$ cat config.mk
export PLATFORM = sky130hd
export DESIGN_NAME = instruction_fetch_flat
export DESIGN_NICKNAME = d
export VERILOG_FILES = /design/src/rtl/instruction_fetch_pkg.sv /design/src/rtl/instruction_fetch_if.sv /design/src/rtl/fetch_next_pc.sv /design/src/rtl/instruction_fetch.sv /design/src/flat_wrapper.sv
export SDC_FILE = /design/constraint.sdc
export NUM_CORES = 1
export LEC_CHECK = 0
export CORE_UTILIZATION = 48
export DETAILED_ROUTE_END_ITERATION = 8
export PLACE_DENSITY = 0.87
export SYNTH_ARGS = -nofsm -noshare
export SYNTH_HDL_FRONTEND = slang
export SYNTH_SLANG_ARGS = --single-unit
$ cat constraint.sdc
create_clock -name iCLK -period 5.04 [get_ports iCLK]
set_clock_uncertainty 0.05 [all_clocks]
set_input_delay 1.512 -clock iCLK [delete_from_list [all_inputs] [get_ports iCLK]]
set_output_delay 1.512 -clock iCLK [all_outputs]
set_load 0.02 [all_outputs]
$ cat src/rtl/instruction_fetch_pkg.sv
// Shared definitions for the LEGv8 instruction fetch stage: widths, reset PC, step and FSM states.
package instruction_fetch_pkg;

    localparam int unsigned ADDR_W_DEF  = 64;
    localparam int unsigned INSTR_W_DEF = 32;
    localparam int unsigned CNT_W       = 32;

    localparam logic [63:0] RESET_PC_DEF = 64'h0;
    localparam int unsigned PC_STEP      = 4;

    // Fetch FSM encoding
    localparam logic [1:0] S_REQ  = 2'd0;
    localparam logic [1:0] S_WAIT = 2'd1;
    localparam logic [1:0] S_HOLD = 2'd2;

endpackage : instruction_fetch_pkg

$ cat src/rtl/instruction_fetch_if.sv
// Memory request/ack and datapath handoff bundle for the fetch stage.
// master = fetch stage, slave = memory + datapath side.
interface instruction_fetch_if
    import instruction_fetch_pkg::*;
#(
    parameter int unsigned ADDR_W  = ADDR_W_DEF,
    parameter int unsigned INSTR_W = INSTR_W_DEF
);

    logic               oMemReq;
    logic [ADDR_W-1:0]  oMemAddr;
    logic               iMemAck;
    logic [INSTR_W-1:0] iMemData;
    logic [INSTR_W-1:0] oInstr;
    logic               oInstrValid;
    logic [ADDR_W-1:0]  oPC;
    logic               iInstrAccept;
    logic               iBranchTaken;
    logic [ADDR_W-1:0]  iBranchTarget;
    logic [CNT_W-1:0]   oFetchCount;
    logic [CNT_W-1:0]   oStallCycles;

    modport master (
        output oMemReq, oMemAddr, oInstr, oInstrValid, oPC, oFetchCount, oStallCycles,
        input  iMemAck, iMemData, iInstrAccept, iBranchTaken, iBranchTarget
    );

    modport slave (
        input  oMemReq, oMemAddr, oInstr, oInstrValid, oPC, oFetchCount, oStallCycles,
        output iMemAck, iMemData, iInstrAccept, iBranchTaken, iBranchTarget
    );

endinterface : instruction_fetch_if

$ cat src/rtl/fetch_next_pc.sv
// Combinational next-PC select: word-aligned branch target when taken, else PC + 4 (wraps).
module fetch_next_pc
    import instruction_fetch_pkg::*;
#(
    parameter int unsigned ADDR_W = ADDR_W_DEF
) (
    input  logic [ADDR_W-1:0] fetch_pc_i,
    input  logic              branch_taken_i,
    input  logic [ADDR_W-1:0] branch_target_i,
    output logic [ADDR_W-1:0] next_pc_o
);

    // Low target bits are discarded by alignment
    logic unused_target_lsbs;
    assign unused_target_lsbs = ^branch_target_i[1:0];

    // Branch target wins over sequential step
    always_comb begin
        next_pc_o = fetch_pc_i + ADDR_W'(PC_STEP);
        if (branch_taken_i) begin
            next_pc_o = {branch_target_i[ADDR_W-1:2], 2'b00};
        end
    end

endmodule : fetch_next_pc

$ cat src/rtl/instruction_fetch.sv
// LEGv8 fetch stage: owns the PC, issues one-cycle read requests, holds the fetched word
// with its PC until the datapath accepts it, then redirects or advances by 4.
// Optional per-stage counters are built when IFETCH_STATS_EN is defined.
module instruction_fetch
    import instruction_fetch_pkg::*;
#(
    parameter int unsigned       ADDR_W   = ADDR_W_DEF,
    parameter int unsigned       INSTR_W  = INSTR_W_DEF,
    parameter logic [ADDR_W-1:0] RESET_PC = ADDR_W'(RESET_PC_DEF)
) (
    input  logic                iCLK,
    input  logic                iReset,
    instruction_fetch_if.master bus
);

    logic [1:0]         state_q, state_d;
    logic [ADDR_W-1:0]  fetch_pc_q, fetch_pc_d;
    logic [ADDR_W-1:0]  next_pc;
    logic [INSTR_W-1:0] instr_q, instr_d;
    logic [ADDR_W-1:0]  pc_q, pc_d;
    logic               valid_q, valid_d;
    logic               mem_req_q, mem_req_d;

    fetch_next_pc #(
        .ADDR_W (ADDR_W)
    ) u_next_pc (
        .fetch_pc_i      (fetch_pc_q),
        .branch_taken_i  (bus.iBranchTaken),
        .branch_target_i (bus.iBranchTarget),
        .next_pc_o       (next_pc)
    );

    // Next-state and holding-register update
    always_comb begin
        state_d    = state_q;
        fetch_pc_d = fetch_pc_q;
        instr_d    = instr_q;
        pc_d       = pc_q;
        valid_d    = valid_q;
        mem_req_d  = 1'b0;

        case (state_q)
            S_REQ: begin
                state_d = S_WAIT;
            end
            S_WAIT: begin
                if (bus.iMemAck) begin
                    instr_d = bus.iMemData;
                    pc_d    = fetch_pc_q;
                    valid_d = 1'b1;
                    state_d = S_HOLD;
                end
            end
            S_HOLD: begin
                if (bus.iInstrAccept) begin
                    valid_d    = 1'b0;
                    fetch_pc_d = next_pc;
                    state_d    = S_REQ;
                end
            end
            default: begin
                state_d = S_REQ;
            end
        endcase

        // Request is a registered decode of the upcoming state
        mem_req_d = (state_d == S_REQ);
    end

    // State and output registers
    always_ff @(posedge iCLK or negedge iReset) begin
        if (!iReset) begin
            state_q    <= S_REQ;
            fetch_pc_q <= RESET_PC;
            instr_q    <= '0;
            pc_q       <= '0;
            valid_q    <= 1'b0;
            mem_req_q  <= 1'b1;
        end else begin
            state_q    <= state_d;
            fetch_pc_q <= fetch_pc_d;
            instr_q    <= instr_d;
            pc_q       <= pc_d;
            valid_q    <= valid_d;
            mem_req_q  <= mem_req_d;
        end
    end

    assign bus.oMemReq     = mem_req_q;
    assign bus.oMemAddr    = fetch_pc_q;
    assign bus.oInstr      = instr_q;
    assign bus.oPC         = pc_q;
    assign bus.oInstrValid = valid_q;

`ifdef IFETCH_STATS_EN
    logic [CNT_W-1:0] fetch_cnt_q;
    logic [CNT_W-1:0] stall_cnt_q;

    // Accepted-instruction and stalled-hold counters, free-running with wrap
    always_ff @(posedge iCLK or negedge iReset) begin
        if (!iReset) begin
            fetch_cnt_q <= '0;
            stall_cnt_q <= '0;
        end else begin
            if (valid_q && bus.iInstrAccept) begin
                fetch_cnt_q <= fetch_cnt_q + CNT_W'(1);
            end
            if (valid_q && !bus.iInstrAccept) begin
                stall_cnt_q <= stall_cnt_q + CNT_W'(1);
            end
        end
    end

    assign bus.oFetchCount  = fetch_cnt_q;
    assign bus.oStallCycles = stall_cnt_q;
`else
    assign bus.oFetchCount  = '0;
    assign bus.oStallCycles = '0;
`endif

endmodule : instruction_fetch

$ cat src/flat_wrapper.sv
// flat-port wrapper written by rule: the top's interface ports become plain ports
module instruction_fetch_flat import instruction_fetch_pkg::*;
#(
    parameter int unsigned       ADDR_W   = ADDR_W_DEF,
    parameter int unsigned       INSTR_W  = INSTR_W_DEF,
    parameter logic [ADDR_W-1:0] RESET_PC = ADDR_W'(RESET_PC_DEF)
)
  (iCLK, iReset, bus_oMemReq, bus_oMemAddr, bus_oInstr, bus_oInstrValid, bus_oPC, bus_oFetchCount, bus_oStallCycles, bus_iMemAck, bus_iMemData, bus_iInstrAccept, bus_iBranchTaken, bus_iBranchTarget);
  instruction_fetch_if #(.ADDR_W(ADDR_W), .INSTR_W(INSTR_W)) bus_i ();
  input  logic iCLK;
  input  logic iReset;
  output wire logic [$bits(bus_i.oMemReq)-1:0] bus_oMemReq;
  output wire logic [$bits(bus_i.oMemAddr)-1:0] bus_oMemAddr;
  output wire logic [$bits(bus_i.oInstr)-1:0] bus_oInstr;
  output wire logic [$bits(bus_i.oInstrValid)-1:0] bus_oInstrValid;
  output wire logic [$bits(bus_i.oPC)-1:0] bus_oPC;
  output wire logic [$bits(bus_i.oFetchCount)-1:0] bus_oFetchCount;
  output wire logic [$bits(bus_i.oStallCycles)-1:0] bus_oStallCycles;
  input wire logic [$bits(bus_i.iMemAck)-1:0] bus_iMemAck;
  input wire logic [$bits(bus_i.iMemData)-1:0] bus_iMemData;
  input wire logic [$bits(bus_i.iInstrAccept)-1:0] bus_iInstrAccept;
  input wire logic [$bits(bus_i.iBranchTaken)-1:0] bus_iBranchTaken;
  input wire logic [$bits(bus_i.iBranchTarget)-1:0] bus_iBranchTarget;
  assign bus_oMemReq = bus_i.oMemReq;
  assign bus_oMemAddr = bus_i.oMemAddr;
  assign bus_oInstr = bus_i.oInstr;
  assign bus_oInstrValid = bus_i.oInstrValid;
  assign bus_oPC = bus_i.oPC;
  assign bus_oFetchCount = bus_i.oFetchCount;
  assign bus_oStallCycles = bus_i.oStallCycles;
  assign bus_i.iMemAck = bus_iMemAck;
  assign bus_i.iMemData = bus_iMemData;
  assign bus_i.iInstrAccept = bus_iInstrAccept;
  assign bus_i.iBranchTaken = bus_iBranchTaken;
  assign bus_i.iBranchTarget = bus_iBranchTarget;
  instruction_fetch #(.ADDR_W(ADDR_W), .INSTR_W(INSTR_W), .RESET_PC(RESET_PC)) u_core (.iCLK(iCLK), .iReset(iReset), .bus(bus_i));
endmodule
==> reports/metrics.cfg, run 1 <==
[run]
drv_cap=0

[power_and_ir_drop]
ir_drop_mv=0.436
p_leak_nw=4.74
totalPowerFinal_mw=6.88
powerDensity_mw_per_mm2=586

[final_layout]
area_delta_synth_final_pct=35.6
drive_gt1_frac=0.141
num-fill-cells=1338
finalNonFillerCells=1344
final_cell_mix=clkdlybuf4s50_1 (254), dfrtp_1 (159), mux2_2 (88)
nNetsFinal=1206
seq_area_mm2=0.00401
multi_input_area_mm2=0.00409
mostFrequentLayoutCell=clkdlybuf4s50_1

[synth]
synth_area_mm2=0.00866
syn-instance-count=875
synth_area_per_cell_um2=9.89
async_reset_ff_frac=1.00
ys_ff_latch=160
synth_ff_type=dfrtp_1
seq_area_frac_synth=0.463
synth_cell_types=66
synth-edff-count=0
ys.warnings.count=0

[place]
portBuffers=256
dp_hpwl_mm=18.5
place_congestion=0.890
dpl.cell_count=1310

[worst_setup_path]
reg2reg_from=u_core.bus.oMemAddr[2]$_DFFE_PN0P_
critical-path-slowest-cell=clkdlybuf4s50_1
path_buf_inv=1
critPathArrivalTime_ns=1.82
worst_setup_path_start_kind=register
crit_path_start=u_core.bus.oMemAddr[37]$_DFFE_PN0P_
critPathCaptureType=primary output
slowest_delay_ns=0.74
critPathTopFamily=buffers and inverters
worst-endpoint-required_ns=3.48
worstPathCellList=clkdlybuf4s50_1
cp_max_fo=13
worst-setup-path-type=register to primary output

[floorplan]
io_pins=327
rows=48
start_util=0.495
core_mm2=0.0175
die_area_mm2=0.0186
die_h_um=136
die_w_um=136

[clock_network]
cts.sinks=160
clkLatencyLatePin_ns=0.43
ctsLongestPathBuffers=2
cts_setup_buffers=0
hold_buffers=0
cts_resized=0
cts_tree=done
clk_pin_slew_ns=0.07
numCtsBuffers=17
htree_levels=4
cts_root_buf=clkbuf_16

[timing]
final.period_utilization=0.671
setup_violations=0
hold_viol=0
setup-tns-final_ns=0
min_period_ns=3.38
rsz0062_at_grt=no
tightest_slew_ns=1.07
slew-limit-headroom=0.281
drv_slew=0
max_freq_mhz=296

[grt]
gr-total-overflow=0
antenna_found_initial=2
grt_pass1_wl_mm=41.0
grt_start_max_net_pins=109
grt_pass1_vias=7753
grt_usage=0.288

[detailed_routing]
wl_per_cell_um=19.8
drc=0
dr.pass1.iters=6
drt-vias-per-instance=5.94
wl_mm=26.6
antenna_left=0
dr_total_vias=7982
drtIter0Drc=730

[status]
outcome=finished clean

[hold_path]
worstHoldStart=u_core.bus.oPC[63]$_DFFE_PN0P_
hold_path_class=register to register

## routing by layer
layer,part of all wire,GRT usage,vias up
met1,0.39,0.360,3891
met3,0.093,0.0742,75
li1,-,-,3553
met2,0.49,0.476,463
met5,0,0,-
met4,0.032,0.113,0
## flip-flops by register name, summed over array words and instances (netlist names)
signal	cells
u_core.bus.oInstr	32
u_core.bus.oInstrValid	1
u_core.bus.oMemAddr	62
u_core.bus.oMemReq	1
u_core.bus.oPC	62
u_core.state_q	2
## stage by stage
step	setup slack (ns)	area (um^2)	hold WS, ns	utilization
2_1_floorplan	2.15	8910	0.415	-
3_3_place_gp	1.33	11100	0.410	0.636
3_5_place_dp	1.29	11100	0.427	0.636
4_1_cts	1.66	11700	0.443	0.671
5_1_grt	1.57	11700	0.454	0.671
6_report	1.66	11700	0.434	0.671
## worst paths after layout
| kind | end | slack (ns) | depth (start not counted) |
|---|---|---|---|
| worst max-delay path | bus_oMemAddr[37] | 1.66 | 1 |
| worst min-delay path | u_core.bus.oPC[63]$_DFFE_PN0P_ | 0.43 | 2 |
| worst max register to register | u_core.bus.oMemAddr[62]$_DFFE_PN0P_ | 2.10 | 6 |
| worst min register to register | u_core.bus.oPC[63]$_DFFE_PN0P_ | 0.43 | 2 |
| max in group asynchronous | u_core.bus.oMemAddr[41]$_DFFE_PN0P_ | 2.91 | 2 |
| min in group asynchronous | u_core.bus.oInstr[8]$_DFFE_PN0P_ | 1.13 | 1 |
## report_power, final
| part | internal, mW | switching, mW |
|---|---|---|
| sequential | 1.82 | 0.595 |
| clock | 0.796 | 0.583 |
| combinational | 1.51 | 1.57 |
| total | 4.13 | 2.75 |
## cells in the mapped netlist, types with 18 or more instances
cell type    n  share of area
and3_1      24          0.017
a21oi_1     37          0.021
nand3_1     47          0.027
clkbuf_1    49          0.021
nand2_1     63          0.027
buf_4       69          0.060
o21ai_0     52          0.030
nor4_1      18          0.013
mux2_2      88           0.11
nand4_1     35          0.025
nor3_1      30          0.017
nor2_1      44          0.019
dfrtp_1    159           0.46
## logic make-up (layout without fill, tap and decap cells)
logic type	after synthesis	in the layout	synth area share
AO/OA/AOI/OAI	166	166	0.121
buffers and inverters	140	315	0.0939
other	1	70	0.000433
multiplexers	97	97	0.125
AND/OR/NAND/NOR	310	310	0.195
adder cells (fa/ha/maj)	1	1	0.00145
flip-flops	160	160	0.463
## layout make-up
type                    instances  share of cell area
multi-input cells             642               0.349
flip-flops and latches        160               0.341
repair buffers                272               0.229
clock buffers                  17              0.0363
well taps                     225              0.0240
clock inverters                15              0.0165
inverters                      11             0.00352
diodes                          2            0.000426
(Power assumes the default switching activity.)
==> inputs of run 2 (changes only) <==
--- a/config.mk
+++ b/config.mk
@@ -5,9 +5,9 @@
 export SDC_FILE = /design/constraint.sdc
 export NUM_CORES = 1
 export LEC_CHECK = 0
-export CORE_UTILIZATION = 48
+export CORE_UTILIZATION = 45
 export DETAILED_ROUTE_END_ITERATION = 8
-export PLACE_DENSITY = 0.87
+export PLACE_DENSITY = 0.82
 export SYNTH_ARGS = -nofsm -noshare
 export SYNTH_HDL_FRONTEND = slang
 export SYNTH_SLANG_ARGS = --single-unit
==> constraint.sdc (replaced) <==
create_clock -name iCLK -period 3.11 [get_ports iCLK]
set_clock_uncertainty 0.05 [all_clocks]
set_input_delay 0.933 -clock iCLK [delete_from_list [all_inputs] [get_ports iCLK]]
set_output_delay 0.933 -clock iCLK [all_outputs]
set_load 0.02 [all_outputs]
==> run 2 against run 1 <==
Design area is 1.5% higher. Largest power group unchanged. First-iteration DRC count is 2.6% lower. Final cell count is 2.2% higher. Register-to-register slack worse by 1.6 ns. Critical path type unchanged. Core utilization is 3.7 points lower. Non-clock buffer count is 21 higher.
==> reports/metrics.cfg, run 2 (synthesis gave the netlist of run 1 again) <==
[grt]
gr-total-overflow=0
grt_usage=0.267
grt_pass1_wl_mm=41.4
antenna_found_initial=2
grt_start_max_net_pins=65
grt_pass1_vias=7628

[detailed_routing]
dr_total_vias=7945
wl_mm=26.1
drtIter0Drc=711
drt-vias-per-instance=5.79
dr.pass1.iters=6
antenna_left=0
drc=0
wl_per_cell_um=19.0

[timing]
max_freq_mhz=358
hold_viol=0
whs_ns=0.373
setup_violations=0
slew-limit-headroom=0.580
drv_slew=0
setup_ws_ns=0.318
rsz0062_at_grt=no
tightest_slew_ns=0.625
final.period_utilization=0.898
min_period_ns=2.79
setup-tns-final_ns=0

[final_layout]
nNetsFinal=1227
seq_area_mm2=0.00401
final_area_mm2=0.0119
final_cell_mix=clkdlybuf4s50_1 (254), dfrtp_1 (159), mux2_2 (88)
post-route-util=0.635
area_delta_synth_final_pct=37.6
multi_input_area_mm2=0.00409
num-fill-cells=1566
finalNonFillerCells=1373
mostFrequentLayoutCell=clkdlybuf4s50_1
drive_gt1_frac=0.157

[clock_network]
htree_levels=4
clkLatencyLatePin_ns=0.43
cts_tree=done
cts_setup_buffers=0
numCtsBuffers=17
hold_buffers=0
cts_resized=0
ctsLongestPathBuffers=2
cts.sinks=160
clk_pin_slew_ns=0.07
cts_root_buf=clkbuf_16

[worst_setup_path]
worstPathCellList=clkdlybuf4s50_1
cp_max_fo=13
critical-path-slowest-cell=clkdlybuf4s50_1
path_buf_inv=1
worst-setup-path-type=register to primary output
critPathArrivalTime_ns=1.81
critPathCaptureType=primary output
worst-endpoint-required_ns=2.13
slowest_delay_ns=0.74
critPathTopFamily=buffers and inverters
worst_setup_path_start_kind=register

[place]
portBuffers=256
dpl.cell_count=1340
place_ws_ns=0.371
postPlaceCellArea_mm2=0.0113
dp_hpwl_mm=18.9
place_congestion=0.880

[power_and_ir_drop]
netSwitchingPower_mw=4.49
p_int_mw=6.55
seqPwrFrac=0.346
totalPowerFinal_mw=11.0
p_leak_nw=4.85
ir_drop_mv=0.593
switching_share=0.406
combPwrFrac=0.469
powerDensity_mw_per_mm2=927
clock_power_share=0.185

[run]
drv_cap=0

[floorplan]
io_pins=327
die_h_um=141
core_mm2=0.0188
die_area_mm2=0.0198
die_w_um=141
rows=50
start_util=0.461

[hold_path]
hold_path_class=input pin to async pin

[status]
outcome=finished clean

## run 2: cell count changes in the layout (fill, tap and decap cells not counted), sizes merged
cell,delta
bufinv,-3
buf,+21
inv,-1
diode,-1
clkinv,+4
## run 2: power groups by stage
stage               clock network, mW  registers, mW  logic, mW
floorplan                           0           4.65       1.85
global placement                    0           3.79       5.07
detailed placement                  0           3.84       5.17
CTS                              2.08           3.81       5.20
global route                     2.16           3.94       5.49
finish                           2.04           3.82       5.18
## run 2: final cells by class
class | count | share of cell area
sequential | 160 | 0.336
tap | 234 | 0.0246
clock inverter | 15 | 0.0125
clock buffer | 17 | 0.0357
antenna | 1 | 0.000210
multi-input combinational | 642 | 0.344
inverter | 11 | 0.00347
timing repair buffer | 293 | 0.244
## run 2: path summary, 6_finish.rpt
kind	from	to	slack (ns)	depth (start not counted)
min reg2reg	u_core.bus.oPC[29]$_DFFE_PN0P_	u_core.bus.oPC[29]$_DFFE_PN0P_	0.43	2
max	u_core.bus.oMemAddr[37]$_DFFE_PN0P_	bus_oMemAddr[37]	0.32	1
max reg2reg	u_core.bus.oMemAddr[8]$_DFFE_PN0P_	u_core.bus.oMemAddr[42]$_DFFE_PN0P_	0.54	5
min in group iCLK	u_core.bus.oPC[29]$_DFFE_PN0P_	u_core.bus.oPC[29]$_DFFE_PN0P_	0.43	2
min	iReset	u_core.bus.oPC[53]$_DFFE_PN0P_	0.37	1
max in group asynchronous	iReset	u_core.bus.oMemAddr[52]$_DFFE_PN0P_	1.82	2
## run 2: metal layers
layer | up-vias | share of wire | global-route usage
met1 | 3853 | 0.41 | 0.350
li1 | 3599 | - | -
met4 | 0 | 0.022 | 0.0967
met5 | - | 0 | 0
met3 | 43 | 0.094 | 0.0679
met2 | 450 | 0.48 | 0.428
==> inputs of run 3 (changes only) <==
--- a/config.mk
+++ b/config.mk
@@ -7,6 +7,7 @@
 export LEC_CHECK = 0
 export CORE_UTILIZATION = 45
 export DETAILED_ROUTE_END_ITERATION = 8
+export HOLD_SLACK_MARGIN = 0.15
 export PLACE_DENSITY = 0.82
 export SYNTH_ARGS = -nofsm -noshare
 export SYNTH_HDL_FRONTEND = slang
==> results of run 3 <==
Final layout, timing and power as in run 2 (identical DEF).
